**src/rtl/ahfp_norm.sv**
```systemverilog
// ahfp_norm: post-subtract normalisation for the single-precision subtract path.
// Takes the raw sign, biased exponent and unnormalised mantissa from the
// align-and-subtract stage, normalises it by one left shift per enabled
// cycle, and presents a packed IEEE-754 word (truncated, never denormal).
//
// Ports:
//   clk, reset            clock; asynchronous active-high reset
//   clk_en                freezes all state when low
//   in_valid / in_ready   upstream handshake (in_ready high only when idle)
//   in_sign, in_exp       result sign and biased exponent
//   in_man                {carry, hidden, fraction}, already truncated
//   out_valid / out_ready downstream handshake
//   result                packed {sign, exp, fraction}
//   out_zero/unf/ovf      zero result / underflow flush / overflow to infinity
module ahfp_norm #(
  parameter int EXP_W = 8,
  parameter int MAN_W = 23
) (
  input  logic                   clk,
  input  logic                   reset,
  input  logic                   clk_en,
  input  logic                   in_valid,
  output logic                   in_ready,
  input  logic                   in_sign,
  input  logic [EXP_W-1:0]       in_exp,
  input  logic [MAN_W+1:0]       in_man,
  output logic                   out_valid,
  input  logic                   out_ready,
  output logic [EXP_W+MAN_W:0]   result,
  output logic                   out_zero,
  output logic                   out_unf,
  output logic                   out_ovf
);

  localparam int RES_W = EXP_W + MAN_W + 1;
  localparam logic [EXP_W-1:0] EXP_MAX  = '1;
  localparam logic [EXP_W-1:0] EXP_ZERO = '0;
  localparam logic [EXP_W-1:0] EXP_ONE  = {{(EXP_W-1){1'b0}}, 1'b1};

  typedef enum logic [1:0] {IDLE, SHIFT, DONE} state_t;

  function automatic logic [RES_W-1:0] pack(input logic s, input logic [EXP_W-1:0] e,
                                            input logic [MAN_W-1:0] f);
    return {s, e, f};
  endfunction

  // Overflow saturates to a signed infinity.
  function automatic logic [RES_W-1:0] sat_inf(input logic s);
    return {s, EXP_MAX, {MAN_W{1'b0}}};
  endfunction

  state_t             state, state_d;
  logic               sign_p0, sign_d;
  logic [EXP_W-1:0]   exp_p0, exp_d, exp_inc;
  logic [MAN_W:0]     man_p0, man_d;
  logic [RES_W-1:0]   result_d;
  logic               zero_d, unf_d, ovf_d;
  logic               need_shift;

  assign in_ready  = (state == IDLE);
  assign out_valid = (state == DONE);

  always_comb begin
    state_d    = state;
    sign_d     = sign_p0;
    exp_d      = exp_p0;
    man_d      = man_p0;
    result_d   = result;
    zero_d     = out_zero;
    unf_d      = out_unf;
    ovf_d      = out_ovf;
    exp_inc    = in_exp + 1'b1;
    // Only an operand with no carry, no hidden bit and a usable exponent iterates.
    need_shift = (in_man != '0) && (in_exp != EXP_MAX) && (in_exp != EXP_ZERO) &&
                 (in_man[MAN_W+1:MAN_W] == 2'b00);

    if (clk_en) begin
      case (state)
        // Stage boundary: operand capture and single-cycle classification.
        IDLE: begin
          if (in_valid) begin
            sign_d = in_sign;
            exp_d  = in_exp;
            man_d  = in_man[MAN_W:0];
            if (need_shift) begin
              state_d = SHIFT;
            end else begin
              state_d = DONE;
              zero_d  = 1'b0;
              unf_d   = 1'b0;
              ovf_d   = 1'b0;
              if (in_man == '0) begin
                result_d = '0;
                zero_d   = 1'b1;
              end else if (in_exp == EXP_MAX) begin
                result_d = sat_inf(in_sign);
                ovf_d    = 1'b1;
              end else if (in_exp == EXP_ZERO) begin
                result_d = '0;
                zero_d   = 1'b1;
                unf_d    = 1'b1;
              end else if (in_man[MAN_W+1]) begin
                if (exp_inc == EXP_MAX) begin
                  result_d = sat_inf(in_sign);
                  ovf_d    = 1'b1;
                end else begin
                  result_d = pack(in_sign, exp_inc, in_man[MAN_W:1]);
                end
              end else begin
                result_d = pack(in_sign, in_exp, in_man[MAN_W-1:0]);
              end
            end
          end
        end
        // Stage boundary: iterative normalise; exponent doubles as shift count.
        SHIFT: begin
          if (man_p0[MAN_W]) begin
            result_d = pack(sign_p0, exp_p0, man_p0[MAN_W-1:0]);
            zero_d   = 1'b0;
            unf_d    = 1'b0;
            ovf_d    = 1'b0;
            state_d  = DONE;
          end else if (exp_p0 <= EXP_ONE) begin
            result_d = '0;
            zero_d   = 1'b1;
            unf_d    = 1'b1;
            ovf_d    = 1'b0;
            state_d  = DONE;
          end else begin
            man_d = {man_p0[MAN_W-1:0], 1'b0};
            exp_d = exp_p0 - 1'b1;
          end
        end
        // Stage boundary: result held until downstream accepts.
        DONE: begin
          if (out_ready) state_d = IDLE;
        end
        default: state_d = IDLE;
      endcase
    end
  end

  always_ff @(posedge clk or posedge reset) begin
    if (reset) begin
      state    <= IDLE;
      sign_p0  <= 1'b0;
      exp_p0   <= '0;
      man_p0   <= '0;
      result   <= '0;
      out_zero <= 1'b0;
      out_unf  <= 1'b0;
      out_ovf  <= 1'b0;
    end else begin
      state    <= state_d;
      sign_p0  <= sign_d;
      exp_p0   <= exp_d;
      man_p0   <= man_d;
      result   <= result_d;
      out_zero <= zero_d;
      out_unf  <= unf_d;
      out_ovf  <= ovf_d;
    end
  end

endmodule

```
**config.mk**
```make
export PLATFORM = sky130hd
export DESIGN_NAME = ahfp_norm
export DESIGN_NICKNAME = d
export VERILOG_FILES = /design/src/rtl/ahfp_norm.sv
export SDC_FILE = /design/constraint.sdc
export NUM_CORES = 1
export LEC_CHECK = 0
export CAP_MARGIN = 10
export CORE_MARGIN = 1.5
export CORE_UTILIZATION = 50
export DETAILED_ROUTE_END_ITERATION = 12
export PLACE_DENSITY = 0.85
export SLEW_MARGIN = 10
export SYNTH_ARGS = -nofsm -noshare
export SYNTH_HDL_FRONTEND = slang
export SYNTH_SLANG_ARGS = --single-unit
```
**constraint.sdc**
```tcl
create_clock -name clk -period 3.3 [get_ports clk]
set_clock_uncertainty 0.2 [all_clocks]
set_input_delay 0.66 -clock clk [delete_from_list [all_inputs] [get_ports clk]]
set_output_delay 0.66 -clock clk [all_outputs]
set_load 0.02 [all_outputs]
```
* Yosys cells after proc, flatten, opt, wreduce, memory -nomap -nowiden
Index checks and enable logic that the tools add are counted.
** Operators by class
- Add/subtract/negate cells :: 2
- Multiply operators :: 0
- Div/mod/pow operators :: 0
- $lt $le $gt $ge :: 1
- Equal/unequal tests :: 11
- Shift operators :: 0
- Muxes and demuxes :: 46
- Bitwise gates (word level) :: 0
- Reduce and logical (&&, ||, !) cells :: 15
** Operators with widths (number)
- 32-bit two-way mux :: 7
- 24-bit two-way mux :: 3
- 32-bit one-hot mux with 2 select lines :: 1
- 31-bit two-way mux :: 2
- 24-bit one-hot mux with 2 select lines :: 1
- 25-bit logical NOT :: 1
- 25-bit nonzero test :: 1
- 8-bit two-way mux :: 3
- 1-bit two-way mux :: 19
- 8-bit equality test, second input constant :: 2
- 8-bit one-hot mux with 2 select lines :: 1
- 2-bit two-way mux :: 5
- 5-bit AND reduction :: 2
- 8-bit by 1-bit adder with 8-bit output, second input constant :: 1
- 8-bit by 1-bit <= comparator with 1-bit output, second input constant :: 1
- 8-bit logical NOT :: 1
- 2-bit inequality test, second input constant :: 4
- 8-bit inequality test, second input constant :: 1
- 8-bit nonzero test :: 1
- 8-bit by 1-bit subtractor with 8-bit output, second input constant :: 1
- 1-bit one-hot mux with 2 select lines :: 3
- 2-bit one-hot mux with 3 select lines :: 1
- 3-bit AND reduction :: 2
- 2-bit logical NOT :: 2
- other kinds (7) :: 9
** Word-level totals
- Register bits after elaboration :: 70
- Bits in latches :: 0
- Bits in writable memories :: 0
- Bits in read-only memories :: 0
- Input port bits :: 39
- Logic and storage cells :: 84
- Memories :: 0

* Longest topological paths before layout
- Depth after elaboration :: 10
- Mapped depth :: 10

* Worst setup path after synthesis
No wires, ideal clock.
- Kind :: input to register
- From :: in in_exp[0]
- To :: reg out_ovf
- Library setup time :: 127 ps
- Arrival :: 2404 ps
- Required time :: 2973 ps
- Slack :: 569 ps
- Cell stages on the path :: 8
- Buffers on the path :: 1
- Path through :: inv_1 > ha_1 > or4b_4 > nor4_4 > o21bai_2 > o31a_4 > buf_8 > mux2_1
** Between the ends
- Longest elaborated chain between the ends :: 10
- Elaborated cells between the ends (all ways) :: 19
- Classes of those cells :: 1 x add/sub; 4 x eq/ne; 8 x mux; 6 x reduce/logical
** Ends and longest elaborated chain
- start: declaration :: RTL line 25 : input logic [EXP_W-1:0] in_exp,
- 8-bit by 1-bit adder with 8-bit output :: RTL line 72 : exp_inc = in_exp + 1'b1;
- 8-bit equality test :: RTL line 103 : if (exp_inc == EXP_MAX) begin
- 1-bit two-way mux :: RTL line 103
- 1-bit two-way mux :: RTL line 102 : end else if (in_man[MAN_W+1]) begin
- 1-bit two-way mux :: RTL line 98 : end else if (in_exp == EXP_ZERO) begin
- 1-bit two-way mux :: RTL line 95 : end else if (in_exp == EXP_MAX) begin
- 1-bit two-way mux :: RTL line 92 : if (in_man == '0) begin
- 1-bit two-way mux :: RTL line 85 : if (need_shift) begin
- 1-bit two-way mux :: RTL line 81 : if (in_valid) begin
- 1-bit one-hot mux with 2 select lines :: RTL line 78 : case (state)
- end signal: assignment :: RTL line 161 : out_ovf <= ovf_d;
- end: declaration :: RTL line 32 : output logic out_ovf
Several ways; a longest one is shown, not always the timed one. The select of a mux whose other input is x is not followed.
A chain may end at the register's enable or synchronous reset.

* Final worst setup path
- From :: in in_exp[1]
- To :: reg result[1]
** Between the ends
- Longest elaborated chain between the ends :: 10
- Elaborated cells between the ends (all ways) :: 19
- Classes of those cells :: 1 x add/sub; 4 x eq/ne; 8 x mux; 6 x reduce/logical
** Ends and longest elaborated chain
- 8-bit by 1-bit adder with 8-bit output :: RTL line 72
- 8-bit equality test :: RTL line 103
- 31-bit two-way mux :: RTL line 103
- 31-bit two-way mux :: RTL line 102
- 32-bit two-way mux :: RTL line 98
- 32-bit two-way mux :: RTL line 95
- 32-bit two-way mux :: RTL line 92
- 32-bit two-way mux :: RTL line 85
- 32-bit two-way mux :: RTL line 81
- 32-bit one-hot mux with 2 select lines :: RTL line 78
- end signal: assignment :: RTL line 158 : result <= result_d;
- end: declaration :: RTL line 29 : output logic [EXP_W+MAN_W:0] result,
Several ways; a longest one is shown, not always the timed one. The select of a mux whose other input is x is not followed.

==> run_results.csv <==
group,metric,value,unit
synthesis,syn_nets,520,
sta,fin_crit,2.99,ns
synthesis,synth-edff-count,0,
sta,relSlewSlack,0.464,
die,pin_count,76,
worst_setup_path,path_class,"input pin to flip-flop",
clock_tree,cts-root-buf,"clkbuf_8",
layout,area_delta_synth_final,26.7,%
synthesis,ys_warn_count,0,
sta,period_share,0.905,
layout,final_common_cell,"nor2_1",
synthesis,synth_seq_area_share,0.422,
clock_tree,clockBufferDepth,2,
sta,tns,0,ns
sta,hold_violations,0,
synthesis,synthCells,476,
grt,antenna_found_initial,0,
sta,report.final.setup_viol,0,
clock_tree,clkLatencyLatePin,0.35,ns
routing,vias,4201,
die,fp.dieH,94.1,um
worst_setup_path,end_kind,"flip-flop",
clock_tree,clkTransAtPathRegs,0.08,ns
worst_setup_path,crit_arrival,3.02,ns
clock_tree,numCtsBuffers,9,
sta,slew_violations,0,
grt,grt_pass1_wl,19100,um
grt,grtUsageTotal,0.279,
place,port_buffers,75,
layout,nNetsFinal,592,
pwr,p_per_area,845,nW/um^2
clock_tree,cts_sinks,70,
layout,final_cell_mix,"nor2_1, clkdlybuf4s50_1, dfrtp_1, nand2_1",
place,gp_routability_congestion,0.948,
layout,antenna_cells,0,
pwr,p_switching,1.84,mW
routing,drt_first_pass_iters,6,
sta,rsz0062_at_grt,"false",
die,coreArea,8130,um^2
pwr,seqPwrFrac,0.366,
clock_tree,htreeDepth,3,
place,placed_area,5050,um^2
place,placed_cells,642,
clock_tree,cts_resized,0,
sta,max_clock_freq,335,MHz
grt,grt_pass1_vias,3798,
routing,vias_per_cell,6.39,
die,die_w,94.1,um
die,row_count,33,
worst_setup_path,cp_data_required_time,3.33,ns
layout,fin_area,5260,um^2
synthesis,yosysTopAreaCellShare,0.422,
synthesis,synth_largest_area_cell,"dfrtp_1",
grt,grt_overflow,0,
place,dp_hpwl,8060,um
routing,ant_nets,0,
pwr,power,4.44,mW
routing,routed_wl,11900,um
synthesis,async_flop_share,1.00,
pwr,p_leak,2.11,nW
sta,worst_slack,0.313,ns
worst_hold_path,hold_class,"flip-flop to flip-flop",
worst_setup_path,start_kind,"input pin",
pwr,max-vdd-ir-drop,0.481,mV
grt,grt_max_degree,36,
worst_setup_path,worstPathMaxFanout,23,
pwr,clockPowerShare,0.171,
routing,wire_per_inst,18.1,um
pwr,intPower,2.60,mW
routing,drtIter0Drc,532,
job,drv_cap,0,
clock_tree,holdBufCountCts,0,
sta,worst_pin_slew,0.802,ns
layout,drive_gt1_frac,0.129,
die,die_area,8850,um^2
clock_tree,cts_tree,"yes",
clock_tree,post_cts_buffers,0,
synthesis,synth-seq-cells,70,
synthesis,synthesis.area,4150,um^2
synthesis,syn-mean-instance-area,8.72,um^2
worst_setup_path,r2r_setup_slack,0.63,ns
place,pre_cts_slack,0.0346,ns
run_status,status,"completed",
routing,drc_errors,0,
synthesis,synth.distinct_cells,49,
pwr,switching_share,0.414,
pwr,p_comb_frac,0.463,
layout,instances_no_fill,657,
die,start_util,0.510,
synthesis,yosys-top-cells-area,"dfrtp_1, nor2_1, mux2_2",
synthesis,yosys_most_used_dff,"dfrtp_1",
[power by group through the flow]
stage	registers [mW]	logic [mW]	clock network, mW
4_1_cts	1.61	2.04	0.763
6_report	1.63	2.06	0.758
3_3_place_gp	1.61	1.97	0
5_1_grt	1.67	2.25	0.809
2_1_floorplan	1.79	1.05	0
3_5_place_dp	1.63	2.02	0
[critical path: stages]
cell and delay, ns:
clkdlybuf4s50_1 0.47, buf_4 0.15, ha_1 0.34, nand2b_1 0.20, o21ai_1 0.08, a22oi_1 0.20
or3b_1 0.13, buf_4 0.30, nand3_1 0.15, o31ai_1 0.34
[cells in the mapped netlist (2+ instances only)]
| library cell | count |
|---|---|
| a211oi_1 | 2 |
| a21o_1 | 2 |
| a21oi_1 | 20 |
| a221oi_1 | 22 |
| a22oi_1 | 7 |
| a31oi_1 | 24 |
| and3_1 | 5 |
| buf_1 | 3 |
| buf_2 | 6 |
| buf_6 | 6 |
| clkbuf_1 | 22 |
| dfrtp_1 | 70 |
| ha_1 | 5 |
| inv_1 | 11 |
| mux2_1 | 2 |
| mux2_2 | 23 |
| mux2i_1 | 5 |
| nand2_1 | 38 |
| nand2b_1 | 6 |
| nand3_1 | 9 |
| nand4_1 | 24 |
| nor2_1 | 100 |
| nor3_1 | 9 |
| nor4_1 | 6 |
| o211ai_1 | 2 |
| o21ai_0 | 18 |
| o21ai_1 | 2 |
| o2bb2ai_1 | 2 |
| o31ai_1 | 3 |
| xnor2_1 | 2 |
| xor2_1 | 2 |
[cells by family (layout without fill, tap and decap cells)]
logic type	count (synthesis)	in the layout	share of synthesized area
XOR/XNOR	4	4	0.00845
AND/OR/NAND/NOR	204	204	0.226
buffers and inverters	49	125	0.0597
adder cells (fa/ha/maj)	5	5	0.0151
multiplexers	30	30	0.0799
flip-flops	70	70	0.422
AO/OA/AOI/OAI	114	114	0.189
[final timing paths]
kind,startpoint,endpoint,cells after the start
max in group asynchronous,reset,man_p0[7]$_DFFE_PP0P_,3
min in group asynchronous,reset,out_zero$_DFFE_PP0P_,2
min reg2reg,out_ovf$_DFFE_PP0P_,out_ovf$_DFFE_PP0P_,1
max reg2reg,exp_p0[4]$_DFFE_PP0P_,exp_p0[2]$_DFFE_PP0P_,7
min,out_ovf$_DFFE_PP0P_,out_ovf$_DFFE_PP0P_,1
max,in_exp[1],result[1]$_DFFE_PP0P_,10
[state kept, by name, summed over array words and instances, names as in the netlist]
signal	count
state	2
sign_p0	1
result	32
out_unf	1
exp_p0	8
out_zero	1
out_ovf	1
man_p0	24
[final cells by class]
cell class,count,area [um^2]
Tap cell,105,131
Inverter,11,41.3
Clock buffer,9,124
Multi-Input combinational cell,357,2160
Clock inverter,6,86.3
Fill cell,656,2880
Sequential cell,70,1750
Timing Repair Buffer,99,968
[per-stage QoR]
| stage | hold WS (ns) | utilization |
|---|---|---|
| after floorplan | 0.254 | - |
| after global placement | 0.276 | 0.621 |
| after detailed placement | 0.275 | 0.621 |
| after CTS | 0.293 | 0.647 |
| after global routing | 0.315 | 0.647 |
| final | 0.291 | 0.647 |
[layer usage]
layer  vias up  GRT usage  wire length (um)
met4         0      0.106               260
met5         -          0                 0
met2       274      0.422              5550
met1      2014      0.387              4980
li1       1881          -                 -
met3        32     0.0647              1070
No activity file was read; power rests on OpenSTA's default activity.
